[config.mk]
export PLATFORM = sky130hd
export DESIGN_NAME = id_ex_pipe_reg
export DESIGN_NICKNAME = d
export VERILOG_FILES = /design/src/rtl/id_ex_pipe_reg.sv
export SDC_FILE = /design/constraint.sdc
export NUM_CORES = 1
export LEC_CHECK = 0
export ABC_AREA = 1
export BUFFER_PORTS_ARGS = -buffer_cell sky130_fd_sc_hd__buf_2
export CAP_MARGIN = 15
export CORE_AREA = 5 5 155 157
export CTS_BUF_LIST = sky130_fd_sc_hd__clkbuf_2
export DETAILED_ROUTE_END_ITERATION = 8
export DIE_AREA = 0 0 160 162
export PLACE_DENSITY = 0.67
export SLEW_MARGIN = 20
export SYNTH_ARGS = -nofsm -noshare
export SYNTH_HDL_FRONTEND = slang
export SYNTH_SLANG_ARGS = --single-unit
export TNS_END_PERCENT = 5
[constraint.sdc]
create_clock -name clk -period 7.2 [get_ports clk]
set_input_delay 0.72 -clock clk [delete_from_list [all_inputs] [get_ports clk]]
set_output_delay 0.72 -clock clk [all_outputs]
set_load 0.03 [all_outputs]
[src/rtl/id_ex_pipe_reg.sv]
// id_ex_pipe_reg: Decode-to-Execute pipeline register with flush bubbles and
// saturating bubble-cause counters.  Rev 1.0
`default_nettype none

module id_ex_pipe_reg #(
  parameter int XLEN  = 32,
  parameter int CNT_W = 16
) (
  input  logic             clk,
  input  logic             rst,
  input  logic             FlushE,
  input  logic             PCSrcE,
  input  logic             CntClr,
  input  logic             ValidD,
  input  logic             RegWriteD,
  input  logic [1:0]       ResultSrcD,
  input  logic             MemWriteD,
  input  logic             JumpD,
  input  logic             BranchD,
  input  logic             ALUSrcD,
  input  logic [2:0]       ALUControlD,
  input  logic [XLEN-1:0]  RD1D,
  input  logic [XLEN-1:0]  RD2D,
  input  logic [XLEN-1:0]  PCD,
  input  logic [XLEN-1:0]  PCPlus4D,
  input  logic [XLEN-1:0]  ImmExtD,
  input  logic [4:0]       Rs1D,
  input  logic [4:0]       Rs2D,
  input  logic [4:0]       RdD,
  output logic             RegWriteE,
  output logic [1:0]       ResultSrcE,
  output logic             MemWriteE,
  output logic             JumpE,
  output logic             BranchE,
  output logic             ALUSrcE,
  output logic [2:0]       ALUControlE,
  output logic [XLEN-1:0]  RD1E,
  output logic [XLEN-1:0]  RD2E,
  output logic [XLEN-1:0]  PCE,
  output logic [XLEN-1:0]  PCPlus4E,
  output logic [XLEN-1:0]  ImmExtE,
  output logic [4:0]       Rs1E,
  output logic [4:0]       Rs2E,
  output logic [4:0]       RdE,
  output logic             ValidE,
  output logic [CNT_W-1:0] CtrlFlushCnt,
  output logic [CNT_W-1:0] LoadUseCnt
);

  localparam logic [CNT_W-1:0] c_CNT_MAX = '1;
  localparam logic [CNT_W-1:0] c_CNT_ONE = {{(CNT_W-1){1'b0}}, 1'b1};

  typedef struct packed {
    logic            valid;
    logic            reg_write;
    logic [1:0]      result_src;
    logic            mem_write;
    logic            jump;
    logic            branch;
    logic            alu_src;
    logic [2:0]      alu_control;
    logic [XLEN-1:0] rd1;
    logic [XLEN-1:0] rd2;
    logic [XLEN-1:0] pc;
    logic [XLEN-1:0] pc_plus4;
    logic [XLEN-1:0] imm_ext;
    logic [4:0]      rs1;
    logic [4:0]      rs2;
    logic [4:0]      rd;
  } ex_bundle_t;

  ex_bundle_t       pipe_d, pipe_q;
  logic [CNT_W-1:0] ctrl_cnt_d, ctrl_cnt_q;
  logic [CNT_W-1:0] load_cnt_d, load_cnt_q;

  always_comb begin
    // A bubble is an all-zero bundle: x0 indices, no write/branch/load side effects.
    pipe_d     = '0;
    ctrl_cnt_d = ctrl_cnt_q;
    load_cnt_d = load_cnt_q;
    if (!FlushE) begin
      pipe_d.valid       = ValidD;
      pipe_d.reg_write   = RegWriteD;
      pipe_d.result_src  = ResultSrcD;
      pipe_d.mem_write   = MemWriteD;
      pipe_d.jump        = JumpD;
      pipe_d.branch      = BranchD;
      pipe_d.alu_src     = ALUSrcD;
      pipe_d.alu_control = ALUControlD;
      pipe_d.rd1         = RD1D;
      pipe_d.rd2         = RD2D;
      pipe_d.pc          = PCD;
      pipe_d.pc_plus4    = PCPlus4D;
      pipe_d.imm_ext     = ImmExtD;
      pipe_d.rs1         = Rs1D;
      pipe_d.rs2         = Rs2D;
      pipe_d.rd          = RdD;
    end
    // Clear beats increment; a taken branch claims a coincident load-use bubble.
    if (CntClr) begin
      ctrl_cnt_d = '0;
      load_cnt_d = '0;
    end else if (FlushE && PCSrcE) begin
      if (ctrl_cnt_q != c_CNT_MAX) ctrl_cnt_d = ctrl_cnt_q + c_CNT_ONE;
    end else if (FlushE) begin
      if (load_cnt_q != c_CNT_MAX) load_cnt_d = load_cnt_q + c_CNT_ONE;
    end
  end

  always_ff @(posedge clk or posedge rst) begin
    if (rst) begin
      pipe_q     <= '0;
      ctrl_cnt_q <= '0;
      load_cnt_q <= '0;
    end else begin
      pipe_q     <= pipe_d;
      ctrl_cnt_q <= ctrl_cnt_d;
      load_cnt_q <= load_cnt_d;
    end
  end

  assign ValidE       = pipe_q.valid;
  assign RegWriteE    = pipe_q.reg_write;
  assign ResultSrcE   = pipe_q.result_src;
  assign MemWriteE    = pipe_q.mem_write;
  assign JumpE        = pipe_q.jump;
  assign BranchE      = pipe_q.branch;
  assign ALUSrcE      = pipe_q.alu_src;
  assign ALUControlE  = pipe_q.alu_control;
  assign RD1E         = pipe_q.rd1;
  assign RD2E         = pipe_q.rd2;
  assign PCE          = pipe_q.pc;
  assign PCPlus4E     = pipe_q.pc_plus4;
  assign ImmExtE      = pipe_q.imm_ext;
  assign Rs1E         = pipe_q.rs1;
  assign Rs2E         = pipe_q.rs2;
  assign RdE          = pipe_q.rd;
  assign CtrlFlushCnt = ctrl_cnt_q;
  assign LoadUseCnt   = load_cnt_q;

endmodule

`default_nettype wire

# Yosys cells after proc, flatten, opt, wreduce, memory -nomap -nowiden
# Cells that the tools add are included.
dict set report classes {
  addsub 2
  eq_ne 3
  mux 8
  n_reduce_logical 7
}
# operator count
set ops {}
lappend ops {{186-bit 2-to-1 mux} 1}
lappend ops {{16-bit 2-to-1 mux} 7}
lappend ops {{16-bit by 1-bit adder with 16-bit output, second input constant} 2}
lappend ops {{16-bit inequality test, second input constant} 2}
lappend ops {{2-bit nonzero test} 4}
lappend ops {{3-bit AND reduction} 1}
lappend ops {{2-bit inequality test, second input constant} 1}
lappend ops {{2-bit AND reduction} 1}
lappend ops {{1-bit logical AND} 1}
dict set report word_totals {
  regBits 218
  input_bits 191
  out_inout_bits 218
  wordCells 38
}

# Logic depth before layout (Yosys ltp)
dict set report depth {
  word_depth 5
  mapped_depth 10
}

# Least setup slack after synthesis
# OpenSTA, ideal clock, no wires.
dict set report synth_path {
  path_kind {in2reg}
  startpoint {in FlushE}
  endpoint {reg load_cnt_q[14] (netlist: LoadUseCnt[14])}
  arrival_ps 1521
  t_required_ps 7080
  setup_slack_ps 5559
  path_stages 8
  cell_sequence {buf_4 > inv_2 > nor2_4 > inv_2 > nor2_2 > nand3_1 > nand2_1 > nor2_1}
}
dict set report synth_via {
  elab_chain_len 3
  elab_cells_between_ends 4
  cone_classes {1 x eq/ne; 3 x reduce/logical}
}
# element line
set synth_rtl {}
lappend synth_rtl {{from (decl)} 11} ;# input logic FlushE,
lappend synth_rtl {{1-bit logical AND} 103} ;# end else if (FlushE && PCSrcE) begin
lappend synth_rtl {{2-bit inequality test (no source line)} --}
lappend synth_rtl {{3-bit AND reduction (no source line) *} --}
lappend synth_rtl {{to (signal assigned)} 118} ;# load_cnt_q <= load_cnt_d;
lappend synth_rtl {{to (decl)} 74} ;# logic [CNT_W-1:0] load_cnt_d, load_cnt_q;
# Every way passes the cells marked *; elsewhere a longest branch is shown, timed or not.
# A chain may end at the register's enable or synchronous reset.

# Worst setup path after layout
dict set report layout_path {
  startpoint {in FlushE}
  endpoint {reg load_cnt_q[5] (netlist: LoadUseCnt[5])}
}
# Same word-level chain as after synthesis.

==> qor.log <==
qor: die.die_area 25900 sq um
qor: logic_synthesis.postSynthAreaPerCell 9.37 sq um
qor: min_path.whs_path_depth 3
qor: pwr.p_int 1.73 mW
qor: clock_network.ctsHoldBuffers 22
qor: routing.detail_route.first_pass.iterations 4
qor: timing.transition_time_at_the_pin_with_the_least_slew_margin 1.11 ns
qor: routing.violation_count_after_the_first_detailed_routing_iteration 308
qor: logic_synthesis.post_synth_main_area_contributors sky130_fd_sc_hd__dfrtp_1, sky130_fd_sc_hd__nor2_1, sky130_fd_sc_hd__inv_1
qor: logic_synthesis.post-synth-top-count-cell sky130_fd_sc_hd__nor2_1
qor: worst_setup_path.register_to_register_setup_slack 5.52 ns
qor: clock_network.cts.clk_slew.worst_paths 0.11 ns
qor: die.core-area 22400 sq um
qor: placed_design.gp_congestion 0.841
qor: grt.number_of_antenna_violations_at_the_first_check_in_global_routing 5
qor: die.die_height 162 um
qor: min_path.hold_end RD2E[4]
qor: clock_network.tritoncts done
qor: finish.num-nets-final 1539
qor: worst_setup_path.worst-setup-path-type in -> reg
qor: logic_synthesis.gate_count_after_technology_mapping 879
qor: run.max-cap-violations 0
qor: grt.first_pass_grt_wire_length 37.4 mm
qor: logic_synthesis.prevailing_post_synth_register_cell sky130_fd_sc_hd__dfrtp_1
qor: placed_design.place.detailed.instances 1550
qor: worst_setup_path.r2r_cells 9
qor: finish.post_layout_nonfiller_instances 1671
qor: timing.timing.slew.headroom 0.263
qor: worst_setup_path.cp-end-kind flip-flop
qor: pwr.net-switching-power 751 uW
qor: routing.via_count 6999
qor: pwr.clock_share_of_power 0.339
qor: routing.route.final.wire_length 24.2 mm
qor: routing.avgRoutedWirePerCell 14.5 um
qor: clock_network.cts_repair_resize_count 0
qor: logic_synthesis.yosys_warnings 0
qor: clock_network.clkSinkCount 218
qor: logic_synthesis.synth_sequential_area_ratio 0.662
qor: pwr.p_per_area 220 nW/um^2
qor: finish.drive_gt1_frac 0.378
qor: timing.setup_tns 0 ns
qor: pwr.power.leakage 7.11 nW
qor: logic_synthesis.netlist_top_cells_count sky130_fd_sc_hd__nor2_1, sky130_fd_sc_hd__dfrtp_1, sky130_fd_sc_hd__inv_1, sky130_fd_sc_hd__nand2_1, sky130_fd_sc_hd__clkbuf_1
qor: worst_setup_path.crit_arrival 3.07 ns
qor: timing.fin_crit_sh 0.330
qor: clock_network.post_cts.repair.setup_buffers 0
qor: timing.setup-violations-final 0
qor: placed_design.hpwlAfterDp 17.6 mm
qor: run_status.run_status complete, no violations
qor: placed_design.place.port_buffers 408
qor: grt.grt_start_max_net_pins 104
qor: logic_synthesis.asyncSetResetFlopFracSynth 1.00
qor: clock_network.latest_clock_arrival_within_the_worst_skew_pair 0.77 ns
qor: timing.rsz_0062_raised_after_global_routing false
qor: logic_synthesis.synth_cell_types 28
qor: grt.overflow 0
qor: die.die_width 160 um
qor: min_path.hold_start RD2D[4]
qor: logic_synthesis.synth.ff_latch_count 218
qor: grt.via_count_of_the_first_global_routing_pass 7176
qor: die.pin_count 409
qor: worst_setup_path.worst-path-max-fanout 103
qor: logic_synthesis.synthesis.area 8240 sq um
qor: placed_design.dpl_cell_area 10500 sq um
qor: logic_synthesis.synth_enable_flop_cells 0
qor: pwr.combPwrFrac 0.140
qor: logic_synthesis.synthesis.nets 1072
qor: finish.area_growth 37.0%
qor: finish.design_area 11300 sq um
qor: routing.postRouteAntennaNets 0
qor: logic_synthesis.synth_largest_area_cell sky130_fd_sc_hd__dfrtp_1
qor: worst_setup_path.worst_ep_required_time 7.90 ns
qor: routing.vias_per_cell 4.19
qor: timing.max_freq 421 MHz
qor: pwr.seq_power_share 0.521
qor: worst_setup_path.reg_to_reg_start LoadUseCnt[0]
qor: clock_network.cts_htree_levels 2
qor: timing.clock-skew-final 0.0336 ns
qor: pwr.ir_drop 121 uV
qor: timing.hold_viol_final 0
qor: die.fp-row-count 55
qor: min_path.min-delay-path-class in -> reg
qor: logic_synthesis.synth_top_area_share 0.662
qor: grt.grtUsageTotal 0.180
qor: pwr.switching_share 0.303
qor: timing.period_minus_slack 2.37 ns
qor: die.initial_utilization 0.368
qor: finish.insertedDiodeCount 0
qor: clock_network.tritoncts.num_buffers 56
qor: timing.final_max_slew_viol_count 0
qor: worst_setup_path.crit_path_start_kind input pin
qor: clock_network.ctsLongestPathBuffers 3
qor: routing.remaining_drc_errors 0
qor: clock_network.cts_root_buffer sky130_fd_sc_hd__clkbuf_2
qor: worst_setup_path.r2r-end LoadUseCnt[14]
==> kinds of logic after synthesis <==
group                    synth area share
AO/OA/AOI/OAI                     0.00820
XOR/XNOR                           0.0128
adder cells (fa/ha/maj)           0.00304
buffers and inverters               0.113
flip-flops                          0.662
AND/OR/NAND/NOR                     0.201
==> routing by layer <==
layer,wire (um),share of wire,track usage,up-vias
met3,2360,0.098,0.0759,78
met1,8640,0.36,0.198,3161
li1,-,-,-,3461
met2,12300,0.51,0.311,291
met5,59,0.0024,0,-
met4,842,0.035,0.0720,8
==> power groups by stage <==
stage / Combinational, mW / Sequential (mW) / Clock (mW)
6_report: 0.346 / 1.29 / 0.841
5_1_grt: 0.377 / 1.30 / 0.955
4_1_cts: 0.351 / 1.29 / 0.879
3_5_place_dp: 0.342 / 1.32 / 0
3_3_place_gp: 0.339 / 1.31 / 0
2_1_floorplan: 0.0865 / 1.43 / 0
==> worst max path at each step <==
stage                        from        endpoint  depth (start not counted)
floorplan                     rst  ALUControlE[0]                          1
finish                     FlushE   LoadUseCnt[5]                          8
global placement           FlushE   LoadUseCnt[6]                          8
detailed placement         FlushE   LoadUseCnt[5]                          8
CTS                 LoadUseCnt[3]   LoadUseCnt[3]                          1
global route               FlushE   LoadUseCnt[5]                          8
==> placed cells by master, fill, tap and decap left out <==
cell / instances
sky130_fd_sc_hd__nand2_1: 108
sky130_fd_sc_hd__ha_1: 2
sky130_fd_sc_hd__clkbuf_2: 84
sky130_fd_sc_hd__clkinv_1: 9
sky130_fd_sc_hd__bufinv_16: 1
sky130_fd_sc_hd__buf_6: 1
sky130_fd_sc_hd__inv_1: 209
sky130_fd_sc_hd__dlygate4sd3_1: 23
sky130_fd_sc_hd__nor3b_1: 2
sky130_fd_sc_hd__nor2_4: 5
sky130_fd_sc_hd__nor2_2: 2
sky130_fd_sc_hd__clkinv_4: 1
sky130_fd_sc_hd__inv_8: 1
sky130_fd_sc_hd__a21oi_1: 3
sky130_fd_sc_hd__o21bai_1: 3
sky130_fd_sc_hd__dfrtp_1: 218
sky130_fd_sc_hd__nand3_2: 2
sky130_fd_sc_hd__xor2_1: 11
sky130_fd_sc_hd__o21ai_0: 5
sky130_fd_sc_hd__nand3_1: 17
sky130_fd_sc_hd__clkinv_2: 2
sky130_fd_sc_hd__buf_2: 407
sky130_fd_sc_hd__nor2_1: 238
sky130_fd_sc_hd__nand2_4: 3
sky130_fd_sc_hd__nor3_1: 2
sky130_fd_sc_hd__inv_2: 4
sky130_fd_sc_hd__clkinvlp_4: 1
sky130_fd_sc_hd__buf_4: 3
sky130_fd_sc_hd__xnor2_1: 1
sky130_fd_sc_hd__nand2_2: 6
sky130_fd_sc_hd__nand4_4: 1
sky130_fd_sc_hd__o21ai_1: 1
sky130_fd_sc_hd__nand4_1: 10
==> critical path: stages <==
cell,delay (ns)
sky130_fd_sc_hd__buf_6,0.44
sky130_fd_sc_hd__buf_4,0.86
sky130_fd_sc_hd__nand2_1,0.15
sky130_fd_sc_hd__inv_1,0.18
sky130_fd_sc_hd__nand2_1,0.16
sky130_fd_sc_hd__nand3_2,0.20
sky130_fd_sc_hd__nand2_1,0.06
sky130_fd_sc_hd__nand2_1,0.07
==> registers in the layout (all words and copies together) (netlist names), 5 cells and up <==
register	count
ImmExtE	32
PCE	32
PCPlus4E	32
RD1E	32
RD2E	32
CtrlFlushCnt	16
LoadUseCnt	16
RdE	5
Rs1E	5
Rs2E	5
==> area by class of cell <==
class,count,area [sq um]
Fill cell,2098,11100
Clock buffer,84,420
Tap cell,285,357
Inverter,214,816
Sequential cell,218,5460
Clock inverter,14,85.1
Multi-Input combinational cell,422,1850
Timing Repair Buffer,434,2300
==> through the flow <==
step / power [mW] / util / worst slack (ns) / hold slack (ns)
after floorplan: 1.52 / - / 0.516 / 0.688
after global placement: 1.65 / 0.472 / 4.15 / 0.545
after detailed placement: 1.66 / 0.472 / 4.12 / 0.546
after CTS: 2.52 / 0.504 / 4.86 / 0.000147
after global routing: 2.63 / 0.505 / 4.77 / 0.000254
final: 2.48 / 0.505 / 4.83 / 0.0878
No activity file was read; power rests on OpenSTA's default activity.
